[src/rtl/wb_master_pipelined_if.sv]
`default_nettype none
// ============================================================================
//  Module      : wb_master_pipelined_if
//  Description : Command, write/read data streams and Wishbone pipelined bus
//                bundle for wb_master_pipelined. The master modport is the
//                bus master's view; the slave modport is the environment's.
//  Revision    : 1.0 - initial release
// ============================================================================
interface wb_master_pipelined_if #(
    parameter int ADR_W = 16,
    parameter int DAT_W = 16,
    parameter int LEN_W = 8
);
    // command channel
    logic             cmd_valid;
    logic             cmd_ready;
    logic             cmd_we;
    logic [ADR_W-1:0] cmd_adr;
    logic [LEN_W-1:0] cmd_len;
    // write data stream
    logic [DAT_W-1:0] wdata;
    logic             wdata_valid;
    logic             wdata_ready;
    // read data stream and completion
    logic [DAT_W-1:0] rdata;
    logic             rdata_valid;
    logic             done;
    // Wishbone pipelined bus
    logic             cyc;
    logic             stb;
    logic             we;
    logic [ADR_W-1:0] adr;
    logic [DAT_W-1:0] dat_o;
    logic [DAT_W-1:0] dat_i;
    logic             ack;
    logic             stall;

    modport master (
        input  cmd_valid, cmd_we, cmd_adr, cmd_len, wdata, wdata_valid,
        input  dat_i, ack, stall,
        output cmd_ready, wdata_ready, rdata, rdata_valid, done,
        output cyc, stb, we, adr, dat_o
    );

    modport slave (
        output cmd_valid, cmd_we, cmd_adr, cmd_len, wdata, wdata_valid,
        output dat_i, ack, stall,
        input  cmd_ready, wdata_ready, rdata, rdata_valid, done,
        input  cyc, stb, we, adr, dat_o
    );
endinterface
`default_nettype wire

[src/rtl/wb_master_pipelined.sv]
`default_nettype none
// ============================================================================
//  Module      : wb_master_pipelined
//  Description : Wishbone classic-pipelined bus master. Converts one command
//                (direction, start address, length) into a burst of pipelined
//                strobes, honours STALL, bounds outstanding acknowledges and
//                streams write data in / read data out.
//  Revision    : 1.0 - initial release
// ============================================================================
module wb_master_pipelined #(
    parameter int ADR_W   = 16,
    parameter int DAT_W   = 16,
    parameter int LEN_W   = 8,
    parameter int MAX_OUT = 4
) (
    input  logic                  clk,
    input  logic                  rst,
    wb_master_pipelined_if.master bus
);
    localparam int c_pend_w = $clog2(MAX_OUT + 1);
    localparam int c_cnt_w  = LEN_W + 1;
    localparam logic [c_pend_w-1:0] c_max_out = c_pend_w'(MAX_OUT);

    localparam logic [1:0] c_st_idle  = 2'd0;
    localparam logic [1:0] c_st_bus   = 2'd1;
    localparam logic [1:0] c_st_drain = 2'd2;

    logic [1:0]          r_state;
    logic [1:0]          w_state_nxt;
    logic                r_cyc;
    logic                r_stb;
    logic                r_we;
    logic [ADR_W-1:0]    r_adr;
    logic [ADR_W-1:0]    r_next_adr;
    logic [DAT_W-1:0]    r_dat_o;
    logic [DAT_W-1:0]    r_rdata;
    logic                r_rdata_valid;
    logic                r_done;
    logic [c_cnt_w-1:0]  r_to_load;   // strobes still to be loaded
    logic [c_pend_w-1:0] r_pending;   // accepted but not yet acknowledged

    logic                w_idle;
    logic                w_take;
    logic                w_accept;
    logic                w_ack_ok;
    logic [c_pend_w-1:0] w_pend_nxt;
    logic [c_cnt_w-1:0]  w_cmd_total;
    logic [c_cnt_w-1:0]  w_left;
    logic                w_cur_we;
    logic [ADR_W-1:0]    w_base_adr;
    logic                w_issuing;
    logic                w_load;
    logic                w_last_acc;
    logic                w_finish;

    assign w_idle   = (r_state == c_st_idle);
    assign w_take   = w_idle & bus.cmd_valid;
    assign w_accept = r_stb & ~bus.stall;
    // stray acks (bus idle or nothing outstanding) are dropped
    assign w_ack_ok = bus.ack & r_cyc & (r_pending != '0);
    assign w_pend_nxt = r_pending + c_pend_w'(w_accept) - c_pend_w'(w_ack_ok);

    // length 0 encodes a full 2**LEN_W burst
    assign w_cmd_total = (bus.cmd_len == '0) ? {1'b1, {LEN_W{1'b0}}}
                                             : {1'b0, bus.cmd_len};

    // the first strobe is loaded straight from the command in the accept cycle
    assign w_left     = w_idle ? w_cmd_total : r_to_load;
    assign w_cur_we   = w_idle ? bus.cmd_we  : r_we;
    assign w_base_adr = w_idle ? bus.cmd_adr : r_next_adr;
    assign w_issuing  = w_take | (r_state == c_st_bus);

    assign w_load = w_issuing & (w_left != '0) & (w_pend_nxt < c_max_out) &
                    (~r_stb | w_accept) & (~w_cur_we | bus.wdata_valid);

    assign w_last_acc = (r_state == c_st_bus) & w_accept & (r_to_load == '0);
    assign w_finish   = (r_state == c_st_drain) & w_ack_ok & (w_pend_nxt == '0);

    // next-state decode: issue strobes, then wait out the acks
    always_comb begin
        w_state_nxt = r_state;
        case (r_state)
            c_st_idle:  if (w_take)     w_state_nxt = c_st_bus;
            c_st_bus:   if (w_last_acc) w_state_nxt = c_st_drain;
            c_st_drain: if (w_finish)   w_state_nxt = c_st_idle;
            default:                    w_state_nxt = c_st_idle;
        endcase
    end

    // state register
    always_ff @(posedge clk) begin
        if (rst) r_state <= c_st_idle;
        else     r_state <= w_state_nxt;
    end

    // bus outputs, burst counters and read-data capture
    always_ff @(posedge clk) begin
        if (rst) begin
            r_cyc         <= 1'b0;
            r_stb         <= 1'b0;
            r_we          <= 1'b0;
            r_adr         <= '0;
            r_next_adr    <= '0;
            r_dat_o       <= '0;
            r_rdata       <= '0;
            r_rdata_valid <= 1'b0;
            r_done        <= 1'b0;
            r_to_load     <= '0;
            r_pending     <= '0;
        end else begin
            r_pending     <= w_pend_nxt;
            r_done        <= w_finish;
            r_rdata_valid <= w_ack_ok & ~r_we;
            if (w_ack_ok & ~r_we) r_rdata <= bus.dat_i;
            if (w_take) begin
                r_we  <= bus.cmd_we;
                r_cyc <= 1'b1;
            end
            if (w_issuing) begin
                r_to_load  <= w_left - c_cnt_w'(w_load);
                r_next_adr <= w_base_adr + ADR_W'(w_load);
            end
            // a stalled strobe keeps adr/dat_o because no load can happen
            if (w_load) begin
                r_stb <= 1'b1;
                r_adr <= w_base_adr;
                if (w_cur_we) r_dat_o <= bus.wdata;
            end else if (w_accept) begin
                r_stb <= 1'b0;
            end
            if (w_finish) begin
                r_cyc <= 1'b0;
                r_stb <= 1'b0;
            end
        end
    end

    assign bus.cmd_ready   = w_idle;
    assign bus.wdata_ready = w_load & w_cur_we;
    assign bus.rdata       = r_rdata;
    assign bus.rdata_valid = r_rdata_valid;
    assign bus.done        = r_done;
    assign bus.cyc         = r_cyc;
    assign bus.stb         = r_stb;
    assign bus.we          = r_we;
    assign bus.adr         = r_adr;
    assign bus.dat_o       = r_dat_o;
endmodule
`default_nettype wire

[src/flat_wrapper.sv]
// flat-port wrapper written by rule: the top's interface ports become plain ports
module wb_master_pipelined_flat 
#(
    parameter int ADR_W   = 16,
    parameter int DAT_W   = 16,
    parameter int LEN_W   = 8,
    parameter int MAX_OUT = 4
)
  (clk, rst, bus_cmd_valid, bus_cmd_we, bus_cmd_adr, bus_cmd_len, bus_wdata, bus_wdata_valid, bus_dat_i, bus_ack, bus_stall, bus_cmd_ready, bus_wdata_ready, bus_rdata, bus_rdata_valid, bus_done, bus_cyc, bus_stb, bus_we, bus_adr, bus_dat_o);
  wb_master_pipelined_if #(.ADR_W(ADR_W), .DAT_W(DAT_W), .LEN_W(LEN_W)) bus_i ();
  input  logic clk;
  input  logic rst;
  input wire logic [$bits(bus_i.cmd_valid)-1:0] bus_cmd_valid;
  input wire logic [$bits(bus_i.cmd_we)-1:0] bus_cmd_we;
  input wire logic [$bits(bus_i.cmd_adr)-1:0] bus_cmd_adr;
  input wire logic [$bits(bus_i.cmd_len)-1:0] bus_cmd_len;
  input wire logic [$bits(bus_i.wdata)-1:0] bus_wdata;
  input wire logic [$bits(bus_i.wdata_valid)-1:0] bus_wdata_valid;
  input wire logic [$bits(bus_i.dat_i)-1:0] bus_dat_i;
  input wire logic [$bits(bus_i.ack)-1:0] bus_ack;
  input wire logic [$bits(bus_i.stall)-1:0] bus_stall;
  output wire logic [$bits(bus_i.cmd_ready)-1:0] bus_cmd_ready;
  output wire logic [$bits(bus_i.wdata_ready)-1:0] bus_wdata_ready;
  output wire logic [$bits(bus_i.rdata)-1:0] bus_rdata;
  output wire logic [$bits(bus_i.rdata_valid)-1:0] bus_rdata_valid;
  output wire logic [$bits(bus_i.done)-1:0] bus_done;
  output wire logic [$bits(bus_i.cyc)-1:0] bus_cyc;
  output wire logic [$bits(bus_i.stb)-1:0] bus_stb;
  output wire logic [$bits(bus_i.we)-1:0] bus_we;
  output wire logic [$bits(bus_i.adr)-1:0] bus_adr;
  output wire logic [$bits(bus_i.dat_o)-1:0] bus_dat_o;
  assign bus_i.cmd_valid = bus_cmd_valid;
  assign bus_i.cmd_we = bus_cmd_we;
  assign bus_i.cmd_adr = bus_cmd_adr;
  assign bus_i.cmd_len = bus_cmd_len;
  assign bus_i.wdata = bus_wdata;
  assign bus_i.wdata_valid = bus_wdata_valid;
  assign bus_i.dat_i = bus_dat_i;
  assign bus_i.ack = bus_ack;
  assign bus_i.stall = bus_stall;
  assign bus_cmd_ready = bus_i.cmd_ready;
  assign bus_wdata_ready = bus_i.wdata_ready;
  assign bus_rdata = bus_i.rdata;
  assign bus_rdata_valid = bus_i.rdata_valid;
  assign bus_done = bus_i.done;
  assign bus_cyc = bus_i.cyc;
  assign bus_stb = bus_i.stb;
  assign bus_we = bus_i.we;
  assign bus_adr = bus_i.adr;
  assign bus_dat_o = bus_i.dat_o;
  wb_master_pipelined #(.ADR_W(ADR_W), .DAT_W(DAT_W), .LEN_W(LEN_W), .MAX_OUT(MAX_OUT)) u_core (.clk(clk), .rst(rst), .bus(bus_i));
endmodule
[config.mk]
export PLATFORM = sky130hd
export DESIGN_NAME = wb_master_pipelined_flat
export DESIGN_NICKNAME = d
export VERILOG_FILES = /design/src/rtl/wb_master_pipelined_if.sv /design/src/rtl/wb_master_pipelined.sv /design/src/flat_wrapper.sv
export SDC_FILE = /design/constraint.sdc
export NUM_CORES = 1
export LEC_CHECK = 0
export ABC_AREA = 1
export BUFFER_PORTS_ARGS = -buffer_cell sky130_fd_sc_hd__buf_2
export CAP_MARGIN = 20
export CORE_MARGIN = 2
export CORE_UTILIZATION = 58
export CTS_CLUSTER_DIAMETER = 60
export DETAILED_ROUTE_END_ITERATION = 8
export GPL_TIMING_DRIVEN = 1
export PLACE_DENSITY = 0.86
export REMOVE_ABC_BUFFERS = 1
export SLEW_MARGIN = 20
export SYNTH_ARGS = -nofsm -noshare
export SYNTH_HDL_FRONTEND = slang
export SYNTH_SLANG_ARGS = --single-unit
[constraint.sdc]
create_clock -name clk -period 11.37 [get_ports clk]
set_clock_uncertainty 0.05 [all_clocks]
set_input_delay 1.137 -clock clk [delete_from_list [all_inputs] [get_ports clk]]
set_output_delay 1.137 -clock clk [all_outputs]
set_load 0.05 [all_outputs]
==> results.sh, run 1 <==
export IMPL_ys_types=38
export IMPL_die_w_um=92.9
export IMPL_crit_fanout=19
export IMPL_route_met3_wl_um=622
export IMPL_synthToLayoutAreaGrowth_pct=17.3
export IMPL_synth_commonest_cells="nand2_1 (183), inv_1 (127), nor2_1 (84), dfxtp_1 (83), nand3_1 (42)"
export IMPL_h_tree_depth=3
export IMPL_hold_path_depth=2
export IMPL_netSwitchingFraction=0.424
export IMPL_synth_seq_cells=83
export IMPL_antenna_cells=0
export IMPL_cp_endpoint="bus_wdata_ready"
export IMPL_slew_headroom=0.412
export IMPL_dpl_instance_area_mm2=0.00516
export IMPL_syn_area_per_cell_um2=6.41
export IMPL_ys_flop_type="dfxtp_1"
export IMPL_drive_gt1_frac=0.206
export IMPL_wl_per_cell_um=12.1
export IMPL_postCtsHoldBufs=0
export IMPL_report_final_setup_viol=0
export IMPL_yosys_area_top_type="dfxtp_1"
export IMPL_clk_latency_ns=0.36
export IMPL_clockBufferDepth=2
export IMPL_reg2regPathDepth=20
export IMPL_clock_sinks=83
export IMPL_ys_warn_count=0
export IMPL_finalPower_mw=0.965
export IMPL_r2r_setup_slack_ns=6.87
export IMPL_leakage_nw=2.90
export IMPL_detail_route_antenna_nets=0
export IMPL_hold_class="flop to flop"
export IMPL_synth_edf_count=0
export IMPL_grt_pass1_vias=4258
export IMPL_power_internal_mw=0.556
export IMPL_io_buffers=117
export IMPL_cts_resized=0
export IMPL_chipHeight_um=92.9
export IMPL_clkPwrFrac=0.250
export IMPL_hold_viol=0
export IMPL_crit_start="bus_ack"
export IMPL_max_vdd_ir_drop_mv=0.0821
export IMPL_crit_type="input port to output port"
export IMPL_tightest_slew_ns=0.881
export IMPL_via_count=4634
export IMPL_rsz0062_at_grt="no"
export IMPL_met1Wirelength_um=5170
export IMPL_grt_pass1_wl_um=18800
export IMPL_rows=32
export IMPL_finish_instance_area_mm2=0.00538
export IMPL_p_seq_frac=0.372
export IMPL_routed_wl_um=11200
export IMPL_gp_congestion=0.859
export IMPL_end_kind="output port"
export IMPL_maxCapViolCount=0
export IMPL_post_cts_buffers=0
export IMPL_cts_root_buf="clkbuf_8"
export IMPL_ys_async_sr_fraction=0
export IMPL_synthCells=715
export IMPL_cp_start_kind="input port"
export IMPL_comb_power_share=0.378
export IMPL_fin_crit_ns=5.22
export IMPL_die_area_mm2=0.00863
export IMPL_max_clock_freq_ghz=0.192
export IMPL_final_nets=886
export IMPL_drv_slew=0
export IMPL_cts_made_buffers=9
export IMPL_dr_wl_met2_um=5180
export IMPL_start_util=0.596
export IMPL_grt_max_degree=48
export IMPL_layout_worst_path_cycle_share=0.459
export IMPL_dr_pass1_iters=6
export IMPL_ys_seq_area_frac=0.362
export IMPL_power_density_mw_per_mm2=179
export IMPL_timing_rr_end="u_core.r_next_adr[8]"
export IMPL_yosys_top_cells_area="dfxtp_1 (36%), nand2_1 (15%), inv_1 (10%)"
export IMPL_cts_tree="yes"
export IMPL_grt_use_total=0.267
export IMPL_synth_area_mm2=0.00458
export IMPL_drt_iter0_markers=346
export IMPL_r2r_start="u_core.r_pending[1]"
export IMPL_outcome="completed"
export IMPL_yosysTopAreaCellShare=0.362
export IMPL_pin_count=118
export IMPL_yosysMostFrequentCell="nand2_1"
export IMPL_top_layer="met4"
export IMPL_antenna_found_initial=0
export IMPL_remaining_drc_errors=0
export IMPL_crit_arrival_ns=4.03
export IMPL_clk_pin_slew_worst_paths_ns=0.09
export IMPL_design_core_area_mm2=0.00769
export IMPL_dp_hpwl_um=8220
export IMPL_routed_via_density=5.02
export IMPL_finalSetupTns_ns=0
export IMPL_fill_cells=671
export IMPL_critPathRequiredTime_ns=10.18
export IMPL_switching_power_mw=0.409
export IMPL_hold_worst_slack_ns=0.416
export IMPL_grt_overflow_total=0
## power by group through the flow
stage          registers [mW]  clock network (mW)  logic (mW)
2_1_floorplan           0.468                   0       0.171
3_3_place_gp            0.362                   0       0.354
3_5_place_dp            0.365                   0       0.363
4_1_cts                 0.359               0.242       0.364
5_1_grt                 0.363               0.255       0.404
6_report                0.359               0.241       0.365
## registers in the layout, summed over array words and instances (netlist names)
signal,flops
u_core.bus.adr,16
u_core.bus.cyc,1
u_core.bus.dat_o,16
u_core.bus.done,1
u_core.bus.rdata,16
u_core.bus.rdata_valid,1
u_core.bus.stb,1
u_core.bus.we,1
u_core.r_next_adr,16
u_core.r_pending,3
u_core.r_state,2
u_core.r_to_load,9
## area by class of cell
class	instances	area [µm²]	area share
multi-input combinational	470	2260	0.420
inverter	132	498	0.0926
tap	102	128	0.0237
clock inverter	7	98.8	0.0184
timing repair buffer	120	608	0.113
sequential	83	1660	0.309
clock buffer	9	124	0.0230
## worst min-delay path by stage
stage | startpoint | end | slack, ns
final | u_core.r_next_adr[0] | u_core.r_next_adr[0] | 0.42
after CTS | u_core.r_next_adr[0] | u_core.r_next_adr[0] | 0.41
after detailed placement | u_core.r_next_adr[0] | u_core.r_next_adr[0] | 0.40
after floorplan | u_core.r_next_adr[0] | u_core.r_next_adr[0] | 0.38
after global placement | u_core.r_next_adr[0] | u_core.r_next_adr[0] | 0.39
after global routing | u_core.bus.rdata[6] | u_core.bus.rdata[6] | 0.44
## kinds of logic (layout without fill, tap and decap cells)
group	Yosys count	in the layout	synth area share
DFF	83	83	0.362
xor gates and xnor gates	6	6	0.0115
and+or+nand+nor	362	362	0.348
AOI/OAI and AO/OA	95	95	0.113
adders and majority gates	7	7	0.0207
buffers and inverters	162	268	0.144
## metal layers
metal  vias to the layer above  global-route usage
li1                       2419                   -
met1                      2060               0.364
met2                       133               0.434
met3                        22              0.0391
met4                         0              0.0882
met5                         -                   0
## layout by cell type (no fill, tap or decap), types with 2 or more instances in the layout
master	netlist	layout
o21ai_1	5	6
a21oi_1	36	36
nand2_2	6	6
clkbuf_8	0	9
ha_1	6	6
inv_2	2	2
o21ai_0	41	40
clkinv_1	2	2
buf_4	4	3
inv_6	0	2
inv_1	127	127
nor2_2	13	13
dfxtp_1	83	83
a31oi_1	3	3
nand3_4	2	2
nand2_1	183	183
nand4_1	22	22
o21bai_1	2	2
buf_2	5	117
bufinv_16	0	2
nand3_1	42	42
nand3b_1	2	2
o21ai_2	2	2
o21a_1	3	3
nor2_1	84	84
nor4_1	2	2
xor2_1	5	5
nand2_4	2	2
## critical path, cell delays in order
cell and delay, ns:
buf_2 0.09, nand2_1 0.06, a31oi_2 0.66, ha_1 0.23, inv_1 0.04, ha_1 0.20
fa_1 0.39, o21ai_0 0.12, nand3_1 0.21, nor2_8 0.30, nand3_4 0.22, inv_1 0.09
buf_2 0.26
## stage by stage
stage	worst slack (ns)	utilization	cells
2_1_floorplan	6.60	-	685
3_3_place_gp	6.31	0.671	907
3_5_place_dp	6.10	0.671	907
4_1_cts	6.16	0.700	923
5_1_grt	5.88	0.700	923
6_report	6.15	0.700	923
Note: power is estimated with default switching activity, not from simulation.
==> inputs of run 2 (changes only) <==
--- a/config.mk
+++ b/config.mk
@@ -9,11 +9,11 @@
 export BUFFER_PORTS_ARGS = -buffer_cell sky130_fd_sc_hd__buf_2
 export CAP_MARGIN = 20
 export CORE_MARGIN = 2
-export CORE_UTILIZATION = 58
+export CORE_UTILIZATION = 53
 export CTS_CLUSTER_DIAMETER = 60
 export DETAILED_ROUTE_END_ITERATION = 8
 export GPL_TIMING_DRIVEN = 1
-export PLACE_DENSITY = 0.86
+export PLACE_DENSITY = 0.8
 export REMOVE_ABC_BUFFERS = 1
 export SLEW_MARGIN = 20
 export SYNTH_ARGS = -nofsm -noshare
==> constraint.sdc (replaced) <==
create_clock -name clk -period 5.3 [get_ports clk]
set_clock_uncertainty 0.05 [all_clocks]
set_input_delay 0.53 -clock clk [delete_from_list [all_inputs] [get_ports clk]]
set_output_delay 0.53 -clock clk [all_outputs]
set_load 0.05 [all_outputs]
==> run 2 against run 1 <==
Cell count rose by 0.43%. Largest power group unchanged. Sequential share of layout area fell by 0.093 points. Hold slack got worse by 0.027 ns.
==> results.sh, run 2 (same netlist as run 1, synthesis figures left out) <==
export IMPL_routed_via_density=5.00
export IMPL_finalSetupTns_ns=0
export IMPL_mostFrequentLayoutCells="nand2_1 (183), inv_1 (127), buf_2 (117)"
export IMPL_max_vdd_ir_drop_mv=0.224
export IMPL_routed_wl_um=11500
export IMPL_hold_viol=0
export IMPL_cts_made_buffers=9
export IMPL_via_count=4634
export IMPL_clk_latency_ns=0.36
export IMPL_outcome="completed"
export IMPL_layout_commonest_cell="nand2_1"
export IMPL_drv_slew=0
export IMPL_slew_headroom=0.395
export IMPL_fin_ws_ns=1.19
export IMPL_max_clock_freq_ghz=0.243
export IMPL_design_core_area_mm2=0.00830
export IMPL_fill_cells=721
export IMPL_finalNonFillerCells=927
export IMPL_cts_resized=0
export IMPL_report_final_setup_viol=0
export IMPL_rsz0062_at_grt="no"
export IMPL_grt_use_total=0.244
export IMPL_pin_count=118
export IMPL_crit_fanout=19
export IMPL_clk_pin_slew_worst_paths_ns=0.10
export IMPL_drive_gt1_frac=0.207
export IMPL_grt_pass1_vias=4261
export IMPL_dr_pass1_iters=5
export IMPL_power_density_mw_per_mm2=385
export IMPL_dp_cells=911
export IMPL_die_area_mm2=0.00941
export IMPL_wl_per_cell_um=12.4
export IMPL_io_buffers=117
export IMPL_remaining_drc_errors=0
export IMPL_hold_class="input port to flop"
export IMPL_multi_input_area_mm2=0.00227
export IMPL_crit_type="flop to flop"
export IMPL_postCtsHoldBufs=0
export IMPL_start_util=0.552
export IMPL_dp_hpwl_um=8240
export IMPL_post_cts_buffers=0
export IMPL_maxCapViolCount=0
export IMPL_seq_area_mm2=0.00166
export IMPL_finish_instance_area_mm2=0.00540
export IMPL_rows=33
export IMPL_clockBufferDepth=2
export IMPL_cp_start_kind="flop"
export IMPL_antenna_found_initial=0
export IMPL_r2r_setup_slack_ns=1.19
export IMPL_grt_overflow_total=0
export IMPL_crit_arrival_ns=4.32
export IMPL_clock_sinks=83
export IMPL_cts_tree="yes"
export IMPL_h_tree_depth=3
export IMPL_grt_max_degree=35
export IMPL_detail_route_antenna_nets=0
export IMPL_final_nets=887
export IMPL_utilization=0.650
export IMPL_drt_iter0_markers=311
export IMPL_fin_crit_ns=4.11
export IMPL_synthToLayoutAreaGrowth_pct=17.7
export IMPL_layout_worst_path_cycle_share=0.776
export IMPL_end_kind="flop"
export IMPL_tightest_slew_ns=0.906
export IMPL_grt_pass1_wl_um=19400
export IMPL_dpl_instance_area_mm2=0.00517
export IMPL_critPathRequiredTime_ns=5.51
export IMPL_post_place_ws_ns=0.983
export IMPL_leakage_nw=2.92
export IMPL_gp_congestion=0.838
export IMPL_die_w_um=97.0
export IMPL_cts_root_buf="clkbuf_8"
export IMPL_chipHeight_um=97.0
export IMPL_antenna_cells=0
run 2: cell types whose count changed in the layout (fill, tap and decap cells not counted):
cell,change
buf_4,+1
clkinv_2,+1
clkinv_4,-1
clkinvlp_4,-1
inv_8,+1
nor2_2,-1
nor2_4,+1
run 2: worst max-delay path, stage by stage, from the launching register on:
cell,delay (ns)
dfxtp_1,0.32
inv_1,0.13
a31oi_2,0.10
buf_4,0.20
ha_1,0.30
inv_1,0.04
ha_1,0.20
fa_1,0.38
o21ai_0,0.12
nand3_1,0.21
nor2_8,0.30
nand2_4,0.19
inv_4,0.25
ha_1,0.23
ha_1,0.21
nand2_1,0.10
nor2_2,0.20
nand2_1,0.12
nor2_1,0.16
nor2_1,0.06
nor2_1,0.11
nor2_1,0.04
run 2: worst paths after layout:
path	cells past startpoint	endpoint	startpoint
max reg2reg	21	u_core.r_next_adr[8]	u_core.r_pending[1]
max	21	u_core.r_next_adr[8]	u_core.r_pending[1]
min reg2reg	2	u_core.r_next_adr[0]	u_core.r_next_adr[0]
min	3	u_core.bus.rdata[14]	bus_dat_i[14]
run 2: where the power goes:
group / leakage, nW / switching (mW) / internal, mW
clock network: 0.116 / 0.250 / 0.271
registers: 0.683 / 0.0534 / 0.717
logic: 2.12 / 0.576 / 0.207
total: 2.92 / 0.880 / 1.20
run 2: stage by stage:
stage / hold slack, ns / total power [mW]
6_report: 0.389 / 2.08
2_1_floorplan: 0.377 / 1.37
4_1_cts: 0.371 / 2.08
3_3_place_gp: 0.386 / 1.54
5_1_grt: 0.369 / 2.20
3_5_place_dp: 0.392 / 1.56
run 2: per-layer routing:
metal	wire length [µm]	GRT usage	up-vias
li1	-	-	2407
met1	5290	0.328	2047
met2	5280	0.395	160
met3	705	0.0455	20
met4	207	0.0791	0
met5	0	0	-
run 2: area by class of cell:
cell class / count / area share
inverter: 132 / 0.0923
tap: 105 / 0.0244
clock inverter: 7 / 0.0183
clock buffer: 9 / 0.0230
sequential: 83 / 0.308
multi-input combinational: 470 / 0.420
timing repair buffer: 121 / 0.114
